===== src/rtl/bfloat16_fma_seq.sv =====
// rtl/bfloat16_fma_seq.sv - command sequencer feeding a combinational bf16 FMA core
//
// Buffers FMA commands, drives the core from stable registers for a settle
// interval, then captures the tagged result and flags into a result FIFO.
//
// Ports:
//   clk, reset_n (sync, active-low), flush
//   cmd_valid/cmd_ready, cmd_tag, cmd_ctrl, cmd_op, cmd_rm, cmd_a/b/c : command in
//   fma_control, fma_op, fma_rm, fma_a/b/c                            : core drive
//   fma_out, fma_flags                                                : core result
//   res_valid/res_ready, res_tag, res_data, res_flags                 : result out
//   busy, cmd_count, res_count, op_count                              : status
module bfloat16_fma_seq #(
  parameter int CMD_DEPTH  = 4,
  parameter int RES_DEPTH  = 4,
  parameter int SETTLE_CYC = 2
) (
  input  logic                         clk,
  input  logic                         reset_n,
  input  logic                         flush,
  input  logic                         cmd_valid,
  output logic                         cmd_ready,
  input  logic [3:0]                   cmd_tag,
  input  logic                         cmd_ctrl,
  input  logic [1:0]                   cmd_op,
  input  logic [2:0]                   cmd_rm,
  input  logic [15:0]                  cmd_a,
  input  logic [15:0]                  cmd_b,
  input  logic [15:0]                  cmd_c,
  output logic                         fma_control,
  output logic [1:0]                   fma_op,
  output logic [2:0]                   fma_rm,
  output logic [15:0]                  fma_a,
  output logic [15:0]                  fma_b,
  output logic [15:0]                  fma_c,
  input  logic [15:0]                  fma_out,
  input  logic [4:0]                   fma_flags,
  output logic                         res_valid,
  input  logic                         res_ready,
  output logic [3:0]                   res_tag,
  output logic [15:0]                  res_data,
  output logic [4:0]                   res_flags,
  output logic                         busy,
  output logic [$clog2(CMD_DEPTH):0]   cmd_count,
  output logic [$clog2(RES_DEPTH):0]   res_count,
  output logic [15:0]                  op_count
);

  localparam int CW = $clog2(CMD_DEPTH);
  localparam int RW = $clog2(RES_DEPTH);
  localparam int SW = (SETTLE_CYC > 1) ? $clog2(SETTLE_CYC) : 1;

  typedef enum logic [1:0] {IDLE = 2'd0, SETTLE = 2'd1, CAPTURE = 2'd2} state_t;

  state_t        state, state_nx;
  logic [SW-1:0] cnt, cnt_nx;
  logic [3:0]    tag_q;

  // command entry: {tag, ctrl, op, rm, a, b, c}
  logic [57:0]   cmd_mem [CMD_DEPTH];
  logic [CW-1:0] cmd_wp, cmd_rp;
  logic [57:0]   cmd_head;

  // result entry: {tag, data, flags}
  logic [24:0]   res_mem [RES_DEPTH];
  logic [RW-1:0] res_wp, res_rp;

  logic cmd_full, res_full, cmd_push, issue, capture, res_pop;

  assign cmd_full  = (cmd_count == (CW+1)'(CMD_DEPTH));
  assign res_full  = (res_count == (RW+1)'(RES_DEPTH));
  assign cmd_ready = !cmd_full && !flush && reset_n;
  assign cmd_push  = cmd_valid && cmd_ready;
  // Issue waits for result space so a capture can never be blocked.
  assign issue     = (state == IDLE) && (cmd_count != '0) && !res_full;
  assign capture   = (state == CAPTURE);
  assign res_valid = (res_count != '0);
  assign res_pop   = res_valid && res_ready;
  assign busy      = (state != IDLE);
  assign cmd_head  = cmd_mem[cmd_rp];

  // Head is masked while empty so stale storage never shows on the outputs.
  assign {res_tag, res_data, res_flags} = res_valid ? res_mem[res_rp] : 25'd0;

  always_comb begin
    state_nx = state;
    cnt_nx   = cnt;
    case (state)
      IDLE: begin
        if (issue) begin
          state_nx = SETTLE;
          cnt_nx   = SW'(SETTLE_CYC - 1);
        end
      end
      SETTLE: begin
        if (cnt == '0) state_nx = CAPTURE;
        else           cnt_nx   = cnt - SW'(1);
      end
      CAPTURE: state_nx = IDLE;
      default: state_nx = IDLE;
    endcase
  end

  always_ff @(posedge clk) begin
    if (!reset_n || flush) begin
      state <= IDLE;
      cnt   <= '0;
    end else begin
      state <= state_nx;
      cnt   <= cnt_nx;
    end
  end

  always_ff @(posedge clk) begin
    if (cmd_push) cmd_mem[cmd_wp] <= {cmd_tag, cmd_ctrl, cmd_op, cmd_rm, cmd_a, cmd_b, cmd_c};
  end

  always_ff @(posedge clk) begin
    if (!reset_n || flush) begin
      cmd_wp    <= '0;
      cmd_rp    <= '0;
      cmd_count <= '0;
    end else begin
      if (cmd_push) cmd_wp <= cmd_wp + CW'(1);
      if (issue)    cmd_rp <= cmd_rp + CW'(1);
      cmd_count <= cmd_count + (CW+1)'(cmd_push) - (CW+1)'(issue);
    end
  end

  // Core drive registers hold through flush; only reset clears them.
  always_ff @(posedge clk) begin
    if (!reset_n) begin
      {tag_q, fma_control, fma_op, fma_rm, fma_a, fma_b, fma_c} <= '0;
    end else if (issue && !flush) begin
      {tag_q, fma_control, fma_op, fma_rm, fma_a, fma_b, fma_c} <= cmd_head;
    end
  end

  always_ff @(posedge clk) begin
    if (capture) res_mem[res_wp] <= {tag_q, fma_out, fma_flags};
  end

  always_ff @(posedge clk) begin
    if (!reset_n || flush) begin
      res_wp    <= '0;
      res_rp    <= '0;
      res_count <= '0;
    end else begin
      if (capture) res_wp <= res_wp + RW'(1);
      if (res_pop) res_rp <= res_rp + RW'(1);
      res_count <= res_count + (RW+1)'(capture) - (RW+1)'(res_pop);
    end
  end

  always_ff @(posedge clk) begin
    if (!reset_n)                op_count <= '0;
    else if (capture && !flush)  op_count <= op_count + 16'd1;
  end

endmodule


===== config.mk =====
export PLATFORM = sky130hd
export DESIGN_NAME = bfloat16_fma_seq
export DESIGN_NICKNAME = d
export VERILOG_FILES = /design/src/rtl/bfloat16_fma_seq.sv
export SDC_FILE = /design/constraint.sdc
export NUM_CORES = 1
export LEC_CHECK = 0
export ABC_AREA = 1
export BUFFER_PORTS_ARGS = -buffer_cell sky130_fd_sc_hd__buf_4
export CAP_MARGIN = 20
export CORE_UTILIZATION = 58
export DETAILED_ROUTE_END_ITERATION = 8
export PLACE_DENSITY = 0.79
export SLEW_MARGIN = 20
export SYNTH_ARGS = -nofsm -noshare
export SYNTH_HDL_FRONTEND = slang
export SYNTH_SLANG_ARGS = --single-unit

===== constraint.sdc =====
create_clock -name clk -period 4.5 [get_ports clk]
set_input_delay 0.225 -clock clk [delete_from_list [all_inputs] [get_ports clk]]
set_output_delay 0.225 -clock clk [all_outputs]
set_load 0.02 [all_outputs]

; Yosys cells after proc, flatten, opt, wreduce, memory -nomap -nowiden
; Memories as Yosys holds them, arrays and structs flattened. A register that Yosys moved wholly into a read port is not among the register bits.
; Cells that the tools add are included.
[totals]
register_bits = 33
ram_bits = 332
input_bits = 84
mem_count = 2
[op_classes]
add_sub_neg = 10
n_eq_ne = 6
mux = 13
reduce_logical = 21
[memory_table]
columns = memory, words, word_bits, read_ports, rd_ports_with_merged_regs, wr, line_no
row1 = cmd_mem, 4, 58, 1, 1, 1, 60  ; logic [57:0] cmd_mem [CMD_DEPTH];
row2 = res_mem, 4, 25, 1, 1, 1, 65  ; logic [24:0] res_mem [RES_DEPTH];
[op_table]
columns = operator, n
row1 = 25-bit two-way mux, 1
row2 = "16-bit by 1-bit adder with 16-bit output, second input constant", 1
row3 = "2-bit by 1-bit adder with 2-bit output, second input constant", 4
row4 = 1-bit logical AND, 8
row5 = 2-bit two-way mux, 4
row6 = 3-bit by 1-bit adder with 3-bit output, 2
row7 = "3-bit == test, second input constant", 2
row8 = 1-bit two-way mux, 6
row9 = 3-bit nonzero test, 2
row10 = 3-bit by 1-bit subtractor with 3-bit output, 2
row11 = 1-bit zero test, 5
row12 = "2-bit inequality test, second input constant", 2
row13 = 2-bit one-hot mux with 2 select lines, 1
row14 = 2-bit AND reduction, 2
row15 = 2-bit nonzero test, 2
row16 = "2-bit by 1-bit == test with 1-bit output, second input constant", 1
row17 = "2-bit == test, second input constant", 1
row18 = 2-bit zero test, 1
row19 = 1-bit one-hot mux with 2 select lines, 1
row20 = 1-bit logical OR, 1
row21 = "1-bit subtractor, second input constant", 1

; Longest topological paths before layout
; Gate-level depths: netlist of run 1.
[depth]
ltp_word = 7
depth_mapped = 12

; Worst setup path after synthesis of run 1
; OpenSTA, ideal clock, no wires.
[synth_path]
path_kind = register to register
start = register cmd_count[1]
end = memory cmd_mem[0][0] (enable)
setup_time_ns = 0.474
arrival_ns = 3.298
required_ns = 4.026
setup_slack_ns = 0.728
stages_incl_launch_ff = 5
n_path_buf = 0
cell_sequence = dfxtp_1 inv_1 nand3_1 nand3_2 nor2_1
[synth_between]
elab_chain_len = 7
[synth_rtl]
columns = element, line_no
row1 = from (decl), 44  ; output logic [$clog2(CMD_DEPTH):0] cmd_count,
row2 = from (signal assigned), 126  ; cmd_count <= cmd_count + (CW+1)'(cmd_push) - (CW+1)'(issue);
row3 = 3-bit == test, 70  ; assign cmd_full = (cmd_count == (CW+1)'(CMD_DEPTH));
row4 = 1-bit zero test, 72  ; assign cmd_ready = !cmd_full && !flush && reset_n;
row5 = 1-bit logical AND (2 in series), 72
row6 = 1-bit logical AND, 73  ; assign cmd_push = cmd_valid && cmd_ready;
row7 = 1-bit two-way mux, 115  ; if (cmd_push) cmd_mem[cmd_wp] <= {cmd_tag, cmd_ctrl, cmd_op, cmd_rm, cmd_a, cmd_b, cmd_c};
row8 = 1-bit two-way mux (implied by the code), 115
row9 = to (decl), 60
; Every way passes these cells.

==> results of run 1 <==
[metrics by stage]
step	worst slack (ns)	hold slack (ns)	utilization, %
after floorplan	0.728	0.324	-
after CTS	1.58	0.00842	73.3
final	1.58	0.0263	73.4
after detailed placement	1.87	0.428	65.6
after global routing	1.30	0.0506	73.4
after global placement	1.93	0.427	65.6
[report_power, final]
group	leakage, nW	internal, mW	switching (mW)
combinational	3.58	0.898	1.59
clock	0.655	1.96	1.42
sequential	3.75	4.59	0.192
[worst max-delay path, cell delays in order, from the launching register on]
cell     delay (ns)
dfxtp_1        0.94
buf_4          0.43
nor2_1         0.09
nor2_1         0.10
o21ai_0        0.13
a21oi_1        0.27
buf_4          0.20
[timing repair]
| item | CTS | global route |
|---|---|---|
| hold endpoints to repair | 317 | 0 |
| setup buffers | 0 | 0 |
| hold buffers | 80 | 0 |
| gates resized for setup | 0 | 0 |
[flip-flops by register name (all words and copies together), names as in the netlist, named ones only]
register and cells:
cmd_mem 232, res_mem 100, fma_a 16, fma_b 16, fma_c 16, op_count 16, tag_q 4, cmd_count 3
fma_rm 3, res_count 3, cmd_rp 2, cmd_wp 2, fma_op 2, res_rp 2, res_wp 2, state 2
cnt 1, fma_control 1
[cell usage in the layout (no fill, tap or decap), types with 2 or more instances in the layout]
cell / netlist / final
o21ai_1: 38 / 38
xor2_1: 4 / 4
clkinvlp_4: 0 / 3
xnor2_1: 2 / 2
buf_4: 3 / 204
dlygate4sd3_1: 0 / 80
clkbuf_1: 45 / 10
diode_2: 0 / 5
nand2_1: 160 / 160
clkinv_2: 0 / 6
fa_1: 2 / 2
nor2_1: 441 / 433
clkinv_1: 1 / 5
nor2_2: 1 / 3
nor2_4: 0 / 6
clkbuf_16: 0 / 42
inv_1: 105 / 105
o21ai_0: 192 / 192
dfxtp_1: 93 / 91
inv_6: 0 / 3
nand3_1: 15 / 15
a21oi_1: 41 / 41
bufinv_16: 0 / 2
nand4_1: 4 / 4
edfxtp_1: 332 / 332
dfxtp_4: 0 / 2
clkbuf_8: 0 / 7
ha_1: 13 / 13
[logic make-up (layout without fill, tap and decap cells)]
group                      count (synthesis)  after routing
and+or+nand+nor                          629            629
xor gates and xnor gates                   6              6
AOI/OAI and AO/OA                        274            274
buffers and inverters                    186            470
other                                      0              5
adders and majority gates                 15             15
DFF                                      425            425
[final cells by class]
class,instances,area (um^2),share of cell area (%)
well taps,378,473,2.30
flip-flops and latches,425,11800,57.6
inverters,108,407,1.98
multi-input cells,924,4130,20.1
clock inverters,18,165,0.804
repair buffers,285,2340,11.4
clock buffers,59,1180,5.77
diodes,5,12.5,0.0609
[metal layers]
layer / vias up / GRT usage (%) / part of all wire [%]
met5: - / 0 / 0
met4: 0 / 9.78 / 3.0
met3: 88 / 4.72 / 6.9
met2: 419 / 42.3 / 49
met1: 5446 / 31.4 / 41
li1: 5641 / - / -
[path summary, 6_finish.rpt]
check	from	endpoint	slack, ns	cells after the start
worst max-delay path	register	res_data[7]	1.58	6
worst min register to register	cnt	state[1]	0.45	1
worst min-delay path	reset_n	op_count[4]	0.03	3
worst max register to register	cmd_count[1]	cmd_count[2]	2.01	11
==> key figures, run 1 <==
Timing
  – Period utilization: between 60% and 70%
  – Clk_skew: 0.0246 ns
  – Min Tclk post-route: 2.92 ns
  – Setup violations, final: 0
  – Slew @ Worst Pin: slightly below 1 ns
  – Slew margin rel.: around 34%
  – Final Hold Fails: 0
  – F_max: between 300 and 400 MHz
  – Fin. max-slew vios: 0
  – Final setup TNS: 0 ns
  – RSZ-0062 raised after global routing: false

Placed design
  – Placed Cells: roughly 2,000
  – Post-DP HPWL: 20,700 um
  – I/O Buffers: 187
  – GPL Wtd Cong: between 0.8 and 0.9
  – Placed cell area: 18,400 um^2

Yosys
  – Synth Area in Compound Gates: between 8 and 9%
  – Largest family of logic cells by synthesized area: simple AND/OR/NAND/NOR gates
  – Synthesis-stage register bit count: 425
  – Synth cell count leaders: nor2_1 (441), edfxtp_1 (332), o21ai_0 (192)
  – Post-synth top flop: edfxtp_1
  – Ys async rst share: 0%
  – XOR/XNOR share of the synthesized area: less than 1%
  – Area leader, netlist: edfxtp_1
  – Netlist Area Pre-Place: about 17,000 um^2
  – Sequential area share after synthesis: between 70% and 80%
  – Share of the synthesized area in the top cell type: approximately three fifths
  – Yosys cell types: 33
  – Post-synthesis mux area share: 0%
  – Avg Inst Size Synth: 10.9 um^2
  – Syn. warnings: 0
  – Adder-cell area share of the yosys netlist: ~1.2%
  – Synth Area in Simple Gates: ~15%
  – Top-count cell post-synth: nor2_1
  – EDFF count, synth: around 330
  – Syn Inst Count: 1,535
  – Synth area leaders: edfxtp_1 (60%), dfxtp_1 (11%), nor2_1 (9.9%)
  – Synthesized net count: 1,634

Final layout
  – Share of cells above drive strength 1: between 10% and 20%
  – Syn-to-layout area delta: 23.2%
  – Layout Nets: around 1,900
  – Fin cells: between 2,000 and 2,500
  – Cell area after layout: 20,500 um^2
  – Fillers: between 1,500 and 2,000

Drt
  – DRC viols: 0
  – Initial DRC Count: ~1,000
  – TritonRoute pass-1 iters: 5
  – Overall routed net length: about 36,000 um
  – DR vias/cell: about 5.3
  – Vias after detailed routing: roughly 12,000
  – Routed Antenna Nets: 0
  – DR WL/cell: approximately 16 um

Die
  – Core area: ~28,000 um^2
  – Die Y: about 170 um
  – Top Ports: 188
  – FP Rows: just over 60
  – Die area: between 20,000 and 30,000 um^2
  – Die X-Extent: 172 um
  – Starting density of the core: between 50% and 60%

Critical path
  – CP startpoint kind: register
  – CP Data Required Time: 4.28 ns
  – Critical Path End Type: primary output
  – WP data arrival: 2.70 ns
  – CP max FO: 27
  – CP Class: register to primary output

Worst hold path
  – Class of the worst hold path: primary input to register

Global routing
  – First-pass GRT wire length: 56,600 um
  – Vias in the first global route: 11,341
  – GRT overflow: 0
  – Initial antenna violation count: 5
  – Largest net degree at the start of global routing: around 120
  – Total GRT Usage: about a quarter

Clock tree
  – Clock sink total: around 430
  – TritonCTS clock tree: yes
  – Htree depth: 2
  – Clk buf depth: 3
  – Clk root buf: clkbuf_16
  – CTS buffer count: 42
  – Clk_lat worst skew: between 0.5 and 0.6 ns
  – CTS clk-pin slew, worst paths: about 0.06 ns

Power and ir drop
  – Cell Pwr Density: between 500 and 600 nW/um^2
  – Total power: about 11 mW
  – IR Drop Worst-Case VDD: approximately 0.00050 V
  – Leakage Power: ~8.0 nW

Run
  – Max-cap viol count: 0

Status
  – Status: completed
Note: power is estimated with default switching activity, not from simulation.
==> run 2, diff against run 1 <==
--- a/config.mk
+++ b/config.mk
@@ -5,7 +5,7 @@
 export SDC_FILE = /design/constraint.sdc
 export NUM_CORES = 1
 export LEC_CHECK = 0
-export ABC_AREA = 1
+export ABC_AREA = 0
 export BUFFER_PORTS_ARGS = -buffer_cell sky130_fd_sc_hd__buf_4
 export CAP_MARGIN = 20
 export CORE_UTILIZATION = 58
==> constraint.sdc (replaced) <==
create_clock -name clk -period 2.8 [get_ports clk]
set_input_delay 0.14 -clock clk [delete_from_list [all_inputs] [get_ports clk]]
set_output_delay 0.14 -clock clk [all_outputs]
set_load 0.02 [all_outputs]
==> key figures, run 2 <==
Status
  – Status: completed

Drt
  – DR WL/cell: 20.8 um (+27%)
  – DR vias/cell: 5.59 (+6.2%)
  – DRC viols: 0 (unchanged)
  – TritonRoute pass-1 iters: 6 (+1)
  – Initial DRC Count: 645 (-35%)
  – Routed Antenna Nets: 0 (unchanged)
  – Overall routed net length: 32,700 um (-9.4%)
  – Vias after detailed routing: 8,799 (-24%)

Final layout
  – Layout Nets: 1,300 (-31%)
  – Cell area after layout: 19,800 um^2 (-3.4%)
  – Largest regs: cmd_mem: 232 flops, res_mem: 100 flops
  – Largest Register: cmd_mem
  – Max FFs per register: 232 (unchanged)
  – Antenna cells: 0 (-5)
  – Most common cell after layout, fill and taps aside: edfxtp_1
  – Most frequent cells in the layout: edfxtp_1 (332), buf_4 (209), nand2_1 (122)
  – Syn-to-layout area delta: 25.4%
  – Share of cells above drive strength 1: 29.7% (+14 points)

Global routing
  – GRT overflow: 0 (unchanged)
  – Initial antenna violation count: 0 (-5)
  – Vias in the first global route: 9,293 (-18%)
  – First-pass GRT wire length: 50,700 um (-10%)
  – Total GRT Usage: 23.9% (-0.94 points)
  – Largest net degree at the start of global routing: 71 (-39%)

Critical path
  – Crit-path max cell delay: 0.37 ns (-0.57 ns)
  – Crit. Startpoint: state[1]
  – Critical Path End Type: register
  – CP max-delay cell: dfxtp_1
  – CP max FO: 8 (-70%)
  – CP Data Required Time: 3.20 ns (-1.08 ns)
  – CP startpoint kind: register
  – CP Class: register to register
  – WP data arrival: 2.80 ns (+0.10 ns)
  – Critical-path cell list: or2_1, nor3_1, ha_1, inv_1, ha_1, inv_1, fa_1, xor2_1, xnor2_1, nor2_1
  – Worst path top cell family by delay: adder cells
  – Worst r2r src: state[1]
  – Worst path bufs/invs: 2 (unchanged)

Clock tree
  – Clock sink total: 425 (unchanged)
  – Post-CTS Setup Repair Bufs: 0 (unchanged)
  – Htree depth: 2 (unchanged)
  – CTS clk-pin slew, worst paths: 0.06 ns (about the same)
  – Clk buf depth: 3 (unchanged)
  – Clk_lat worst skew: 0.53 ns (-0.02 ns)
  – Clk root buf: clkbuf_16
  – TritonCTS clock tree: yes
  – CTS buffer count: 41 (-2.4%)

Die
  – Die X-Extent: 167 um (-2.6%)
  – FP Rows: 60 (-1.6%)
  – Die Y: 167 um (-2.6%)
  – Die area: 28,000 um^2 (-5.0%)
  – Starting density of the core: 58.9% (-0.66 points)
  – Core area: 26,900 um^2 (-4.1%)
  – Top Ports: 188 (unchanged)

Placed design
  – Post-DP HPWL: 18,500 um (-11%)
  – I/O Buffers: 187 (unchanged)
  – GPL Wtd Cong: 0.745 (-9.8%)
  – Placed cell area: 17,800 um^2 (-3.4%)

Yosys
  – Post-synth top flop: edfxtp_1
  – Top-count cell post-synth: edfxtp_1
  – Syn Inst Count: 911 (-41%)
  – Syn. warnings: 0 (unchanged)
  – Synthesized net count: 1,010 (-38%)
  – Ys async rst share: 0% (unchanged)
  – Share of the synthesized area in the top cell type: 63.0% (+3.2 points)
  – Synth area leaders: edfxtp_1 (63%), mux4_2 (12%), dfxtp_1 (12%)
  – Synth cell count leaders: edfxtp_1 (332), nand2_1 (122), dfxtp_1 (93)
  – Sequential area share after synthesis: 74.8% (+3.8 points)
  – Avg Inst Size Synth: 17.4 um^2 (+60%)
  – EDFF count, synth: 332 (unchanged)
  – Netlist Area Pre-Place: 15,800 um^2 (-5.1%)
  – Area leader, netlist: edfxtp_1
  – Synthesis-stage register bit count: 425 (unchanged)
  – Yosys cell types: 38 (+15%)

Timing
  – Final setup TNS: 0 ns (unchanged)
  – Fin. max-slew vios: 0 (unchanged)
  – RSZ-0062 raised after global routing: false
  – Slew margin rel.: 38.9% (+4.4 points)
  – F_max: approximately 420 MHz
  – Final Hold Fails: 0 (unchanged)
  – Clk_skew: 0.0189 ns (-0.00570 ns)
  – Slew @ Worst Pin: 0.917 ns (-0.0667 ns)
  – Min Tclk post-route: 2.40 ns
  – Period utilization: 85.7%
  – Setup violations, final: 0 (unchanged)

Worst hold path
  – Worst hold start: res_ready
  – Class of the worst hold path: primary input to register

Power and ir drop
  – Leakage Power: 6.87 nW (-14%)
  – Cell Pwr Density: 767 nW/um^2 (+48%)
  – IR Drop Worst-Case VDD: 0.000836 V (+66%)

Run
  – Max-cap viol count: 0 (unchanged)
[run 2: cell types whose count changed after synthesis, moves of 9 or more]
cell / previous run / this run
o21ai_1: 38 / 0
o21ai_0: 192 / 2
a21oi_1: 41 / 63
xnor2_1: 2 / 12
nor2_1: 441 / 30
inv_1: 105 / 16
clkbuf_1: 45 / 28
and2_1: 0 / 36
nand3_1: 15 / 6
mux4_2: 0 / 83
nand2_1: 160 / 122
[run 2: timing repair]
action	4_1_cts	5_1_grt
endpoints found under the hold margin	320	0
hold buffers	80	0
gates resized for setup	0	0
[run 2: final timing paths]
| kind | end | slack (ns) | cells past startpoint |
|---|---|---|---|
| worst max-delay path | cmd_count[2] | 0.40 | 10 |
| worst min-delay path | register | 0.03 | 4 |
| worst max register to register | cmd_count[2] | 0.40 | 10 |
| worst min register to register | fma_b[12] | 0.46 | 2 |
[run 2: worst min-delay path, stage by stage]
cell and delay, ns:
buf_4 0.12, nand3_1 0.09, xor2_1 0.06, nor2_1 0.10
[run 2: power breakdown]
part	leakage (nW)	switching, mW	total (mW)	internal [mW]
clock network	0.620	2.20	5.27	3.07
logic	2.49	1.34	2.51	1.17
registers	3.75	0.299	7.45	7.15
[run 2: cells by family (layout without fill, tap and decap cells)]
kind of cell    after synthesis  count (layout)  share of synthesized area, %
compound gates               67              67                          2.17
xor+xnor                     19              19                          1.05
fa+ha+maj                    15              15                          1.28
buf+inv                      66             388                          1.84
flops                       425             425                          74.8
mux                          88              88                          12.1
simple gates                231             231                          6.78
[run 2: area by class of cell]
type | instances | area [um^2]
Sequential cell | 425 | 11800
Fill cell | 1574 | 7030
Multi-Input combinational cell | 420 | 3720
Timing Repair Buffer | 296 | 2510
Clock buffer | 58 | 1120
Tap cell | 341 | 427
Clock inverter | 17 | 165
Inverter | 17 | 63.8
[run 2: per-stage QoR]
stage               setup WS [ns]  hold slack (ns)  util [%]  power [mW]  cells
global route                0.213           0.0625      73.8        15.8   1574
global placement            0.474            0.341      66.1        9.91   1419
finish                      0.400           0.0347      73.8        15.2   1574
floorplan                   0.198            0.239         -        9.04    911
detailed placement          0.374            0.343      66.1        9.98   1419
CTS                         0.387           0.0159      73.8        15.3   1574
[run 2: per-layer routing]
metal / GRT usage (%) / part of all wire, % / up-vias
li1: - / - / 4015
met1: 29.9 / 40 / 4417
met2: 43.0 / 52 / 316
met3: 4.11 / 6.1 / 51
met4: 7.06 / 2.2 / 0
met5: 0 / 0 / -
==> run 3, diff against run 2 <==
--- a/config.mk
+++ b/config.mk
@@ -8,9 +8,10 @@
 export ABC_AREA = 0
 export BUFFER_PORTS_ARGS = -buffer_cell sky130_fd_sc_hd__buf_4
 export CAP_MARGIN = 20
-export CORE_UTILIZATION = 58
+export CORE_UTILIZATION = 60
+export CTS_BUF_LIST = sky130_fd_sc_hd__clkbuf_4
 export DETAILED_ROUTE_END_ITERATION = 8
-export PLACE_DENSITY = 0.79
+export PLACE_DENSITY = 0.82
 export SLEW_MARGIN = 20
 export SYNTH_ARGS = -nofsm -noshare
 export SYNTH_HDL_FRONTEND = slang
==> key figures, run 3 (synthesis gave the netlist of run 2 again) <==
Critical path
  – Worst R2R Path Depth: 10 (unchanged)
  – FF-to-FF End: cmd_count[2]
  – Worst r2r src: state[1]
  – WP data arrival: 2.43 ns (-0.37 ns)
  – CP startpoint kind: register
  – CP max FO: 14 (+6)
  – Setup slack, reg-to-reg: 0.47 ns (+0.07 ns)
  – CP Data Required Time: 2.66 ns (-0.54 ns)
  – CP Class: register to primary output
  – Critical Path End: res_data[9]
  – Critical Path End Type: primary output

Drt
  – Initial DRC Count: 667 (+3.4%)
  – DR WL/cell: 20.1 um (-3.2%)
  – DR vias/cell: 5.49 (-1.9%)
  – DRC viols: 0 (unchanged)
  – TritonRoute pass-1 iters: 5 (-1)
  – Vias after detailed routing: 9,254 (+5.2%)
  – Routed Antenna Nets: 0 (unchanged)
  – Overall routed net length: 33,900 um (+3.7%)

Timing
  – Final Hold Fails: 0 (unchanged)
  – Slew margin rel.: 55.1% (+16 points)
  – Slew @ Worst Pin: 0.673 ns (-0.244 ns)
  – Fin. max-slew vios: 0 (unchanged)
  – Min Tclk post-route: 2.57 ns (+0.173 ns)
  – WHS: 0.158 ns (+0.123 ns)
  – F_max: 389 MHz (-6.7%)
  – Clk_skew: 0.0581 ns (+0.0391 ns)
  – RSZ-0062 raised after global routing: false
  – Period utilization: 91.9% (+6.2 points)
  – Setup violations, final: 0 (unchanged)
  – Final setup TNS: 0 ns (unchanged)

Placed design
  – GPL Wtd Cong: 0.746 (+0.20%)
  – Placed cell area: 17,800 um^2 (+0.17%)
  – Post-DP HPWL: 19,300 um (+4.5%)
  – I/O Buffers: 187 (unchanged)

Die
  – Die Y: 164 um (-1.7%)
  – Starting density of the core: 60.9% (+2.0 points)
  – Top Ports: 188 (unchanged)
  – Die X-Extent: 164 um (-1.7%)
  – Die area: 27,000 um^2 (-3.3%)
  – FP Rows: 59 (-1.7%)
  – Core area: 26,000 um^2 (-3.3%)

Global routing
  – Grt met1 use: 30.2% (+0.27 points)
  – Largest net degree at the start of global routing: 60 (-15%)
  – M3 GR Usage: 6.83% (+2.7 points)
  – First-pass GRT wire length: 51,100 um (+0.75%)
  – Total GRT Usage: 25.6% (+1.7 points)
  – GRT overflow: 0 (unchanged)
  – Initial antenna violation count: 2 (+2)
  – GRT busiest layer: met2
  – Vias in the first global route: 9,771 (+5.1%)
  – Met2 Usage GRT: 45.2% (+2.3 points)

Final layout
  – Max FFs per register: 232 (unchanged)
  – Most common cell after layout, fill and taps aside: edfxtp_1
  – Share of cells above drive strength 1: 35.2% (+5.5 points)
  – Most frequent cells in the layout: edfxtp_1 (332), buf_4 (205), clkbuf_4 (154)
  – Post-layout util: 76.8% (+3.0 points)
  – Largest Register: cmd_mem
  – Cell area after layout: 20,000 um^2 (+0.61%)
  – Syn-to-layout area delta: 26.1%
  – Largest regs: cmd_mem: 232 flops, res_mem: 100 flops
  – Layout Nets: 1,363 (+4.8%)
  – Fillers: 1,504 (-4.4%)

Status
  – Status: completed

Power and ir drop
  – Leakage Power: 7.07 nW (+2.9%)
  – IR Drop Worst-Case VDD: 0.000555 V (-34%)
  – Total power: 15.0 mW (-1.4%)
  – Cell Pwr Density: 752 nW/um^2 (-2.0%)

Clock tree
  – CTS clk-pin slew, worst paths: 0.07 ns (about the same)
  – Clock sink total: 425 (unchanged)
  – Clk_lat worst skew: 0.72 ns (+0.19 ns)
  – TritonCTS clock tree: yes
  – CTS buffer count: 102 (+150%)
  – Clk buf depth: 3 (unchanged)
  – Htree depth: 3 (+1)
  – Post-CTS resize count: 0 (unchanged)
  – Clk root buf: clkbuf_4

Run
  – Max-cap viol count: 0 (unchanged)

Worst hold path
  – Class of the worst hold path: primary input to register
==> run 3: changes by cell type in the layout (fill, tap and decap cells not counted), moves of 4 or more <==
cell,before,now
clkinv_1,6,25
clkbuf_16,41,0
and2_4,0,4
and2_2,4,0
clkbuf_4,0,154
buf_4,209,205
clkbuf_1,14,0
==> run 3: area by class of cell <==
class	instances	area (um^2)	area share [%]
antenna	2	5.00	0.0251
multi-input combinational	420	3720	18.7
clock buffer	154	1160	5.79
inverter	17	63.8	0.320
clock inverter	36	184	0.921
timing repair buffer	298	2570	12.9
tap	335	419	2.10
sequential	425	11800	59.3
==> run 3: repair_timing <==
item,CTS,global route
hold endpoints to repair,375,0
hold buffers,83,0
buffers inserted,0,0
==> run 3: worst min-delay path by stage <==
stage	cells past startpoint	end	start
2_1_floorplan	0	cmd_mem[0][0]	cmd_c[0]
3_3_place_gp	1	cmd_mem[2][33]	cmd_a[1]
3_5_place_dp	1	cmd_mem[2][10]	cmd_c[10]
4_1_cts	2	cmd_mem[0][36]	cmd_a[4]
5_1_grt	2	res_mem[2][5]	fma_out[0]
6_report	2	cmd_mem[0][13]	cmd_c[13]
==> run 3: power breakdown <==
part / switching [mW] / total, mW / internal, mW / leakage [nW]
Sequential: 0.280 / 7.42 / 7.14 / 3.75
Clock: 2.40 / 5.03 / 2.63 / 0.798
Combinational: 1.36 / 2.55 / 1.19 / 2.52
==> run 3: worst max-delay path: stages, from the launching register on <==
cell,delay [ns]
dfxtp_2,0.61
buf_12,0.24
mux4_2,0.53
and2_1,0.17
buf_4,0.15
==> run 3: stage by stage <==
stage / cells / setup WS, ns
finish: 1687 / 0.227
global route: 1686 / 0.0170
CTS: 1685 / 0.123
detailed placement: 1412 / 0.447
global placement: 1412 / 0.482
floorplan: 911 / 0.198
==> run 3: routing by layer <==
metal	up-vias	share of wire, %
met5	-	0
met4	0	1.7
met3	60	7.9
met2	381	53
met1	4588	38
li1	4225	-
